===== config.mk =====
export PLATFORM = sky130hd
export DESIGN_NAME = eq_lock_detector_flat
export DESIGN_NICKNAME = d
export VERILOG_FILES = /design/src/rtl/eq_lock_detector_if.sv /design/src/rtl/eq_lock_detector.sv /design/src/flat_wrapper.sv
export SDC_FILE = /design/constraint.sdc
export NUM_CORES = 1
export LEC_CHECK = 0
export BUFFER_PORTS_ARGS = -buffer_cell sky130_fd_sc_hd__buf_4
export CORE_ASPECT_RATIO = 1.25
export CORE_MARGIN = 2
export CORE_UTILIZATION = 57
export DETAILED_ROUTE_END_ITERATION = 8
export PLACE_DENSITY = 0.8
export SLEW_MARGIN = 30
export SYNTH_ARGS = -nofsm -noshare
export SYNTH_HDL_FRONTEND = slang
export SYNTH_SLANG_ARGS = --single-unit

===== constraint.sdc =====
create_clock -name i_clk -period 2.15 [get_ports i_clk]
set_input_delay 0.3225 -clock i_clk [delete_from_list [all_inputs] [get_ports i_clk]]
set_output_delay 0.3225 -clock i_clk [all_outputs]
set_load 0.03 [all_outputs]

===== src/rtl/eq_lock_detector_if.sv =====
// eq_lock_detector_if: sample/flag bundle between the comparator side and the lock detector.
// Latency: none, wires only. Backpressure: none, the detector accepts a valid sample every cycle.
// Signals: in_valid/aeqb/clear driven by master; locked, lock_pulse, unlock_pulse, run_len, err_cnt driven by slave.
interface eq_lock_detector_if #(
   parameter int CW = 8
);
   logic          in_valid;
   logic          aeqb;
   logic          clear;
   logic          locked;
   logic          lock_pulse;
   logic          unlock_pulse;
   logic [CW-1:0] run_len;
   logic [CW-1:0] err_cnt;

   modport master (
      output in_valid, aeqb, clear,
      input  locked, lock_pulse, unlock_pulse, run_len, err_cnt
   );

   modport slave (
      input  in_valid, aeqb, clear,
      output locked, lock_pulse, unlock_pulse, run_len, err_cnt
   );
endinterface


===== src/rtl/eq_lock_detector.sv =====
// eq_lock_detector: declares lock after LOCK_CNT consecutive valid aeqb matches, drops it after UNLOCK_CNT consecutive valid mismatches.
// Latency: one cycle; every output is registered off the edge that takes the sample.
// Backpressure: none; a qualified sample is consumed on every cycle in_valid is high.
// Ports: i_clk, i_reset (async active-high), io_bus slave modport (in: in_valid, aeqb, clear; out: locked,
//        lock_pulse, unlock_pulse, run_len, err_cnt).
// Build option: define EQ_LOCK_ERRCNT_EN to build the mismatch-while-locked counter; otherwise err_cnt reads 0.
module eq_lock_detector #(
   parameter int LOCK_CNT   = 4,
   parameter int UNLOCK_CNT = 2,
   parameter int CW         = 8
) (
   input  logic              i_clk,
   input  logic              i_reset,
   eq_lock_detector_if.slave io_bus
);
   typedef enum logic [1:0] {
      S_SEARCH = 2'd0,
      S_LOCKED = 2'd1,
      S_HOLD   = 2'd2
   } state_t;

   localparam logic [CW:0]   LOCK_CMP   = (CW+1)'(LOCK_CNT);
   localparam logic [CW:0]   UNLOCK_CMP = (CW+1)'(UNLOCK_CNT);
   localparam logic [CW-1:0] SAT        = {CW{1'b1}};

   state_t        r_state;
   state_t        w_state_nxt;
   logic          r_locked;
   logic          w_locked_nxt;
   logic          r_lock_pulse;
   logic          w_lock_pulse_nxt;
   logic          r_unlock_pulse;
   logic          w_unlock_pulse_nxt;
   logic [CW-1:0] r_run_len;
   logic [CW-1:0] w_run_nxt;
   logic [CW-1:0] r_miss;
   logic [CW-1:0] w_miss_nxt;
   logic [CW:0]   w_run_inc;
   logic [CW:0]   w_miss_inc;
   logic [CW-1:0] w_run_sat;

   // One extra bit so the lock compare sees the true increment, not the saturated one.
   assign w_run_inc  = {1'b0, r_run_len} + (CW+1)'(1);
   assign w_run_sat  = w_run_inc[CW] ? SAT : w_run_inc[CW-1:0];
   assign w_miss_inc = {1'b0, r_miss} + (CW+1)'(1);

   always_ff @(posedge i_clk or posedge i_reset) begin
      if (i_reset) begin
         r_state        <= S_SEARCH;
         r_locked       <= 1'b0;
         r_lock_pulse   <= 1'b0;
         r_unlock_pulse <= 1'b0;
         r_run_len      <= '0;
         r_miss         <= '0;
      end else begin
         r_state        <= w_state_nxt;
         r_locked       <= w_locked_nxt;
         r_lock_pulse   <= w_lock_pulse_nxt;
         r_unlock_pulse <= w_unlock_pulse_nxt;
         r_run_len      <= w_run_nxt;
         r_miss         <= w_miss_nxt;
      end
   end

   always_comb begin
      w_state_nxt        = r_state;
      w_run_nxt          = r_run_len;
      w_miss_nxt         = r_miss;
      w_lock_pulse_nxt   = 1'b0;
      w_unlock_pulse_nxt = 1'b0;
      if (io_bus.clear) begin
         // Clear behaves like reset: no unlock_pulse even if we were locked.
         w_state_nxt = S_SEARCH;
         w_run_nxt   = '0;
         w_miss_nxt  = '0;
      end else if (io_bus.in_valid) begin
         case (r_state)
            S_SEARCH: begin
               if (io_bus.aeqb) begin
                  w_run_nxt = w_run_sat;
                  if (w_run_inc == LOCK_CMP) begin
                     w_state_nxt      = S_LOCKED;
                     w_lock_pulse_nxt = 1'b1;
                  end
               end else begin
                  w_run_nxt = '0;
               end
            end
            S_LOCKED: begin
               if (io_bus.aeqb) begin
                  w_run_nxt = w_run_sat;
               end else begin
                  w_run_nxt = '0;
                  if (UNLOCK_CNT == 1) begin
                     w_state_nxt        = S_SEARCH;
                     w_miss_nxt         = '0;
                     w_unlock_pulse_nxt = 1'b1;
                  end else begin
                     w_state_nxt = S_HOLD;
                     w_miss_nxt  = CW'(1);
                  end
               end
            end
            S_HOLD: begin
               if (io_bus.aeqb) begin
                  // A single match forgives the pending misses; run restarts at 1.
                  w_state_nxt = S_LOCKED;
                  w_miss_nxt  = '0;
                  w_run_nxt   = CW'(1);
               end else if (w_miss_inc == UNLOCK_CMP) begin
                  w_state_nxt        = S_SEARCH;
                  w_miss_nxt         = '0;
                  w_unlock_pulse_nxt = 1'b1;
               end else begin
                  w_miss_nxt = w_miss_inc[CW-1:0];
               end
            end
            default: begin
               w_state_nxt = S_SEARCH;
               w_run_nxt   = '0;
               w_miss_nxt  = '0;
            end
         endcase
      end
   end

   assign w_locked_nxt = (w_state_nxt != S_SEARCH);

   assign io_bus.locked       = r_locked;
   assign io_bus.lock_pulse   = r_lock_pulse;
   assign io_bus.unlock_pulse = r_unlock_pulse;
   assign io_bus.run_len      = r_run_len;

`ifdef EQ_LOCK_ERRCNT_EN
   logic [CW-1:0] r_err_cnt;
   logic [CW-1:0] w_err_nxt;

   // Every valid mismatch outside SEARCH is a mismatch taken while locked (LOCKED or HOLD).
   always_comb begin
      w_err_nxt = r_err_cnt;
      if (io_bus.clear) begin
         w_err_nxt = '0;
      end else if (io_bus.in_valid && !io_bus.aeqb && (r_state != S_SEARCH)) begin
         w_err_nxt = (r_err_cnt == SAT) ? SAT : r_err_cnt + CW'(1);
      end
   end

   always_ff @(posedge i_clk or posedge i_reset) begin
      if (i_reset) begin
         r_err_cnt <= '0;
      end else begin
         r_err_cnt <= w_err_nxt;
      end
   end

   assign io_bus.err_cnt = r_err_cnt;
`else
   assign io_bus.err_cnt = '0;
`endif
endmodule


===== src/flat_wrapper.sv =====
// flat-port wrapper written by rule: the top's interface ports become plain ports
module eq_lock_detector_flat 
#(
   parameter int LOCK_CNT   = 4,
   parameter int UNLOCK_CNT = 2,
   parameter int CW         = 8
)
  (i_clk, i_reset, io_bus_in_valid, io_bus_aeqb, io_bus_clear, io_bus_locked, io_bus_lock_pulse, io_bus_unlock_pulse, io_bus_run_len, io_bus_err_cnt);
  eq_lock_detector_if #(.CW(CW)) io_bus_i ();
  input  logic i_clk;
  input  logic i_reset;
  input wire logic [$bits(io_bus_i.in_valid)-1:0] io_bus_in_valid;
  input wire logic [$bits(io_bus_i.aeqb)-1:0] io_bus_aeqb;
  input wire logic [$bits(io_bus_i.clear)-1:0] io_bus_clear;
  output wire logic [$bits(io_bus_i.locked)-1:0] io_bus_locked;
  output wire logic [$bits(io_bus_i.lock_pulse)-1:0] io_bus_lock_pulse;
  output wire logic [$bits(io_bus_i.unlock_pulse)-1:0] io_bus_unlock_pulse;
  output wire logic [$bits(io_bus_i.run_len)-1:0] io_bus_run_len;
  output wire logic [$bits(io_bus_i.err_cnt)-1:0] io_bus_err_cnt;
  assign io_bus_i.in_valid = io_bus_in_valid;
  assign io_bus_i.aeqb = io_bus_aeqb;
  assign io_bus_i.clear = io_bus_clear;
  assign io_bus_locked = io_bus_i.locked;
  assign io_bus_lock_pulse = io_bus_i.lock_pulse;
  assign io_bus_unlock_pulse = io_bus_i.unlock_pulse;
  assign io_bus_run_len = io_bus_i.run_len;
  assign io_bus_err_cnt = io_bus_i.err_cnt;
  eq_lock_detector #(.LOCK_CNT(LOCK_CNT), .UNLOCK_CNT(UNLOCK_CNT), .CW(CW)) u_core (.i_clk(i_clk), .i_reset(i_reset), .io_bus(io_bus_i));
endmodule

==> impl_metrics.xml <==
<?xml version="1.0" encoding="UTF-8"?>
<metrics>
  <group name="timing">
    <metric name="time_the_final_worst_path_needs_with_i_o_delays_and_setup" unit="ns">1.962</metric>
    <metric name="setup-tns-final" unit="ns">0</metric>
    <metric name="grt_setup_unrepaired" unit="">false</metric>
    <metric name="report.final.slew_viol_count" unit="">0</metric>
    <metric name="timing.max_slew.rel_slack" unit="">0.4623</metric>
    <metric name="timing.final.setup_violations" unit="">0</metric>
    <metric name="timing.clock.skew" unit="ns">0.01277</metric>
    <metric name="timing_worst_slew_pin_value" unit="ns">0.8057</metric>
    <metric name="holdWs" unit="ns">0.1395</metric>
    <metric name="final.period_utilization" unit="">0.9127</metric>
    <metric name="final_hold_viol_count" unit="">0</metric>
    <metric name="achievable-frequency" unit="MHz">509.6</metric>
    <metric name="timing.final.ws_setup" unit="ns">0.1878</metric>
  </group>
  <group name="global_routing">
    <metric name="largest_net_degree_at_the_start_of_global_routing" unit="">22</metric>
    <metric name="antenna_violations_before_repair" unit="">0</metric>
    <metric name="grt_resource_usage_total" unit="">0.2456</metric>
    <metric name="grt_pass1_wl" unit="um">6196</metric>
    <metric name="gr-total-overflow" unit="">0</metric>
    <metric name="vias_in_the_first_global_route" unit="">1433</metric>
  </group>
  <group name="routing">
    <metric name="route.final.wire_length" unit="um">3544</metric>
    <metric name="detailed_route_via_count" unit="">1395</metric>
    <metric name="post_drt_via_cell_ratio" unit="">6.145</metric>
    <metric name="antenna_left" unit="">0</metric>
    <metric name="drc" unit="">0</metric>
    <metric name="post_drt_wl_per_cell" unit="um">15.61</metric>
    <metric name="drtIter0Drc" unit="">34</metric>
    <metric name="drt_first_pass_iters" unit="">4</metric>
  </group>
  <group name="clocking">
    <metric name="clk_root_buffer_cell" unit="">sky130_fd_sc_hd__clkbuf_4</metric>
    <metric name="postCtsSetupBuffers" unit="">0</metric>
    <metric name="cts.sinks" unit="">21</metric>
    <metric name="htree_levels" unit="">1</metric>
    <metric name="postCtsResizedCells" unit="">0</metric>
    <metric name="cts_inserted_buffers" unit="">3</metric>
    <metric name="clock_insertion_delay_worst_skew" unit="ns">0.32</metric>
    <metric name="cts.reportedPaths.clkPinSlew" unit="ns">0.13</metric>
    <metric name="post_cts_hold_buffer_count" unit="">0</metric>
    <metric name="clock_tree_from_tritoncts" unit="">built</metric>
    <metric name="clk_path_buf_depth" unit="">2</metric>
  </group>
  <group name="yosys">
    <metric name="postSynthRegisterBits" unit="">21</metric>
    <metric name="cell_area_after_technology_mapping" unit="sq um">1605</metric>
    <metric name="synth_cells" unit="">179</metric>
    <metric name="syn-mean-instance-area" unit="sq um">8.968</metric>
    <metric name="netlist-cell-type-count" unit="">56</metric>
    <metric name="netlist_top_cells_area" unit="">sky130_fd_sc_hd__dfrtp_1 33%, sky130_fd_sc_hd__ha_1 6.2%, sky130_fd_sc_hd__o21ai_0 5.6%, sky130_fd_sc_hd__buf_4 4.2%, sky130_fd_sc_hd__a21oi_1 3.4%</metric>
    <metric name="synth_async_sr_flop_share" unit="">1.000</metric>
    <metric name="yosysTopAreaCellShare" unit="">0.3274</metric>
    <metric name="ys_seq_area_frac" unit="">0.3274</metric>
    <metric name="netlist.top_cell.by_area" unit="">sky130_fd_sc_hd__dfrtp_1</metric>
    <metric name="top_flip_flop_cell_by_instance_count_after_synthesis" unit="">sky130_fd_sc_hd__dfrtp_1</metric>
    <metric name="synth_enable_flop_cells" unit="">0</metric>
    <metric name="synthTopCellsByCount" unit="">21 x sky130_fd_sc_hd__dfrtp_1, 18 x sky130_fd_sc_hd__o21ai_0, 14 x sky130_fd_sc_hd__nor2_1</metric>
    <metric name="yosysWarnings" unit="">0</metric>
    <metric name="most_frequent_cell_after_synthesis" unit="">sky130_fd_sc_hd__dfrtp_1</metric>
  </group>
  <group name="finish">
    <metric name="proportion_of_layout_cells_with_a_drive_suffix_above_1" unit="">0.1762</metric>
    <metric name="area_growth_syn_to_layout" unit="%">8.262</metric>
    <metric name="finish.utilization" unit="">0.6485</metric>
    <metric name="stdcell_area" unit="sq um">1738</metric>
    <metric name="fin_cells" unit="">227</metric>
    <metric name="final_net_count" unit="">207</metric>
    <metric name="num_antenna_cells" unit="">0</metric>
  </group>
  <group name="worst_setup_path">
    <metric name="cp_data_required_time" unit="ns">2.40</metric>
    <metric name="startpoint_type" unit="">register</metric>
    <metric name="crit_arrival" unit="ns">2.21</metric>
    <metric name="timing.rr.start" unit="">u_core.r_state[0]</metric>
    <metric name="crit_chain" unit="">inv_1 -&gt; ha_1 -&gt; nand4bb_1 -&gt; or3b_1 -&gt; a21oi_1 -&gt; o21ai_0 -&gt; o31ai_1</metric>
    <metric name="setup.reg_to_reg.worst_slack" unit="ns">0.19</metric>
    <metric name="crit_fanout" unit="">10</metric>
    <metric name="critical_path.n_buffers_inverters" unit="">1</metric>
    <metric name="worst_r2r_endpoint" unit="">u_core.r_miss[5]</metric>
    <metric name="cp_slowest_cell" unit="">sky130_fd_sc_hd__or3b_1</metric>
    <metric name="cpPeakStageDelay" unit="ns">0.51</metric>
    <metric name="worstRegToRegCells" unit="">7</metric>
    <metric name="path_delay_family" unit="">simple AND/OR/NAND/NOR gates</metric>
    <metric name="critical_path.endpoint_type" unit="">register</metric>
    <metric name="crit_type" unit="">register to register</metric>
  </group>
  <group name="power">
    <metric name="power-per-cell-area" unit="nW/um^2">415.7</metric>
    <metric name="fin_total_pwr" unit="mW">0.7224</metric>
    <metric name="power.ir.vdd_worst" unit="V">0.0003439</metric>
    <metric name="p_leak" unit="nW">0.7708</metric>
  </group>
  <group name="floorplan">
    <metric name="floorplan.die.height" unit="um">63.34</metric>
    <metric name="placement_rows" unit="">21</metric>
    <metric name="start_util" unit="">0.5990</metric>
    <metric name="die_width" unit="um">51.47</metric>
    <metric name="floorplan.core_area" unit="sq um">2680</metric>
    <metric name="die-area" unit="sq um">3260</metric>
    <metric name="io_pins" unit="">24</metric>
  </group>
  <group name="placed_design">
    <metric name="gp_routability_congestion" unit="">0.8786</metric>
    <metric name="post_dp_cell_area" unit="sq um">1707</metric>
    <metric name="dp_hpwl" unit="um">2742</metric>
    <metric name="portBuffers" unit="">15</metric>
    <metric name="dp.cells" unit="">223</metric>
    <metric name="pre_cts_ws" unit="ns">0.1710</metric>
  </group>
  <group name="outcome">
    <metric name="run_status" unit="">completed</metric>
  </group>
  <group name="worst_hold_path">
    <metric name="hold_path.class" unit="">input port to async pin</metric>
  </group>
  <group name="flow_run">
    <metric name="cap_violations" unit="">0</metric>
  </group>
</metrics>
## how the worst max path moves through the flow
| stage | to | slack (ns) | depth (start not counted) | startpoint |
|---|---|---|---|---|
| after floorplan | u_core.io_bus.locked | 0.32 | 6 | u_core.io_bus.run_len[0] |
| after global placement | u_core.r_miss[5] | 0.27 | 7 | u_core.r_state[1] |
| after detailed placement | u_core.r_miss[5] | 0.17 | 7 | u_core.r_state[1] |
| after CTS | u_core.r_miss[5] | 0.17 | 7 | u_core.r_state[1] |
| after global routing | u_core.r_state[0] | 0.05 | 6 | u_core.io_bus.run_len[0] |
| final | u_core.r_miss[5] | 0.19 | 7 | u_core.r_state[0] |
## kinds of logic after synthesis
family                   Yosys count  synth area share
AO/OA/AOI/OAI                     60            0.2736
XOR/XNOR                           5           0.02728
adder cells (fa/ha/maj)            8           0.06236
buffers and inverters             27           0.09196
flip-flops                        21            0.3274
other                              1          0.002336
AND/OR/NAND/NOR                   57            0.2151
## registers in the layout, indices dropped and copies added (netlist names)
name and cells:
u_core.io_bus.run_len 8, u_core.r_miss 8, u_core.r_state 2, u_core.io_bus.lock_pulse 1, u_core.io_bus.locked 1, u_core.io_bus.unlock_pulse 1
## placed cells by master (no fill, tap or decap), types with 2 or more instances in the layout
cell type and n:
sky130_fd_sc_hd__o21ai_0 18, sky130_fd_sc_hd__nor2b_1 2, sky130_fd_sc_hd__nor3_1 3, sky130_fd_sc_hd__nor2_1 14, sky130_fd_sc_hd__dfrtp_1 20, sky130_fd_sc_hd__nor4_1 2
sky130_fd_sc_hd__ha_1 8, sky130_fd_sc_hd__o31ai_1 3, sky130_fd_sc_hd__a31oi_1 4, sky130_fd_sc_hd__a211oi_1 2, sky130_fd_sc_hd__xor2_1 3, sky130_fd_sc_hd__nand4_1 3
sky130_fd_sc_hd__buf_4 18, sky130_fd_sc_hd__o211ai_1 2, sky130_fd_sc_hd__o22a_1 2, sky130_fd_sc_hd__conb_1 8, sky130_fd_sc_hd__nand3_1 6, sky130_fd_sc_hd__and3_1 5
sky130_fd_sc_hd__xnor2_1 2, sky130_fd_sc_hd__a41o_1 2, sky130_fd_sc_hd__nand2_1 9, sky130_fd_sc_hd__inv_1 12, sky130_fd_sc_hd__clkbuf_4 3, sky130_fd_sc_hd__a21oi_1 11
## cell type report
type	instances	area (sq um)
multi-input combinational	138	958.4
fill	235	942.2
sequential	21	526.8
timing repair buffer	18	135.1
inverter	12	45.04
tap	34	42.54
clock buffer	3	22.52
clock inverter	1	7.507
## worst reg2reg max path: stages (launching register included)
cell	delay [ns]
sky130_fd_sc_hd__dfrtp_1	0.44
sky130_fd_sc_hd__inv_1	0.12
sky130_fd_sc_hd__ha_1	0.25
sky130_fd_sc_hd__nand4bb_1	0.22
sky130_fd_sc_hd__or3b_1	0.51
sky130_fd_sc_hd__a21oi_1	0.19
sky130_fd_sc_hd__o21ai_0	0.09
sky130_fd_sc_hd__o31ai_1	0.08
## layer usage
metal,routed length (um),global-route usage,vias to the layer above
met1,1361,0.2623,675
li1,-,-,668
met5,0,0,-
met4,166,0.1283,0
met3,86,0.03081,18
met2,1929,0.4519,34
## power breakdown
group / internal [mW] / switching [mW]
clock: 0.0712 / 0.130
combinational: 0.0332 / 0.0788
sequential: 0.401 / 0.00821
(Power assumes the default switching activity.)
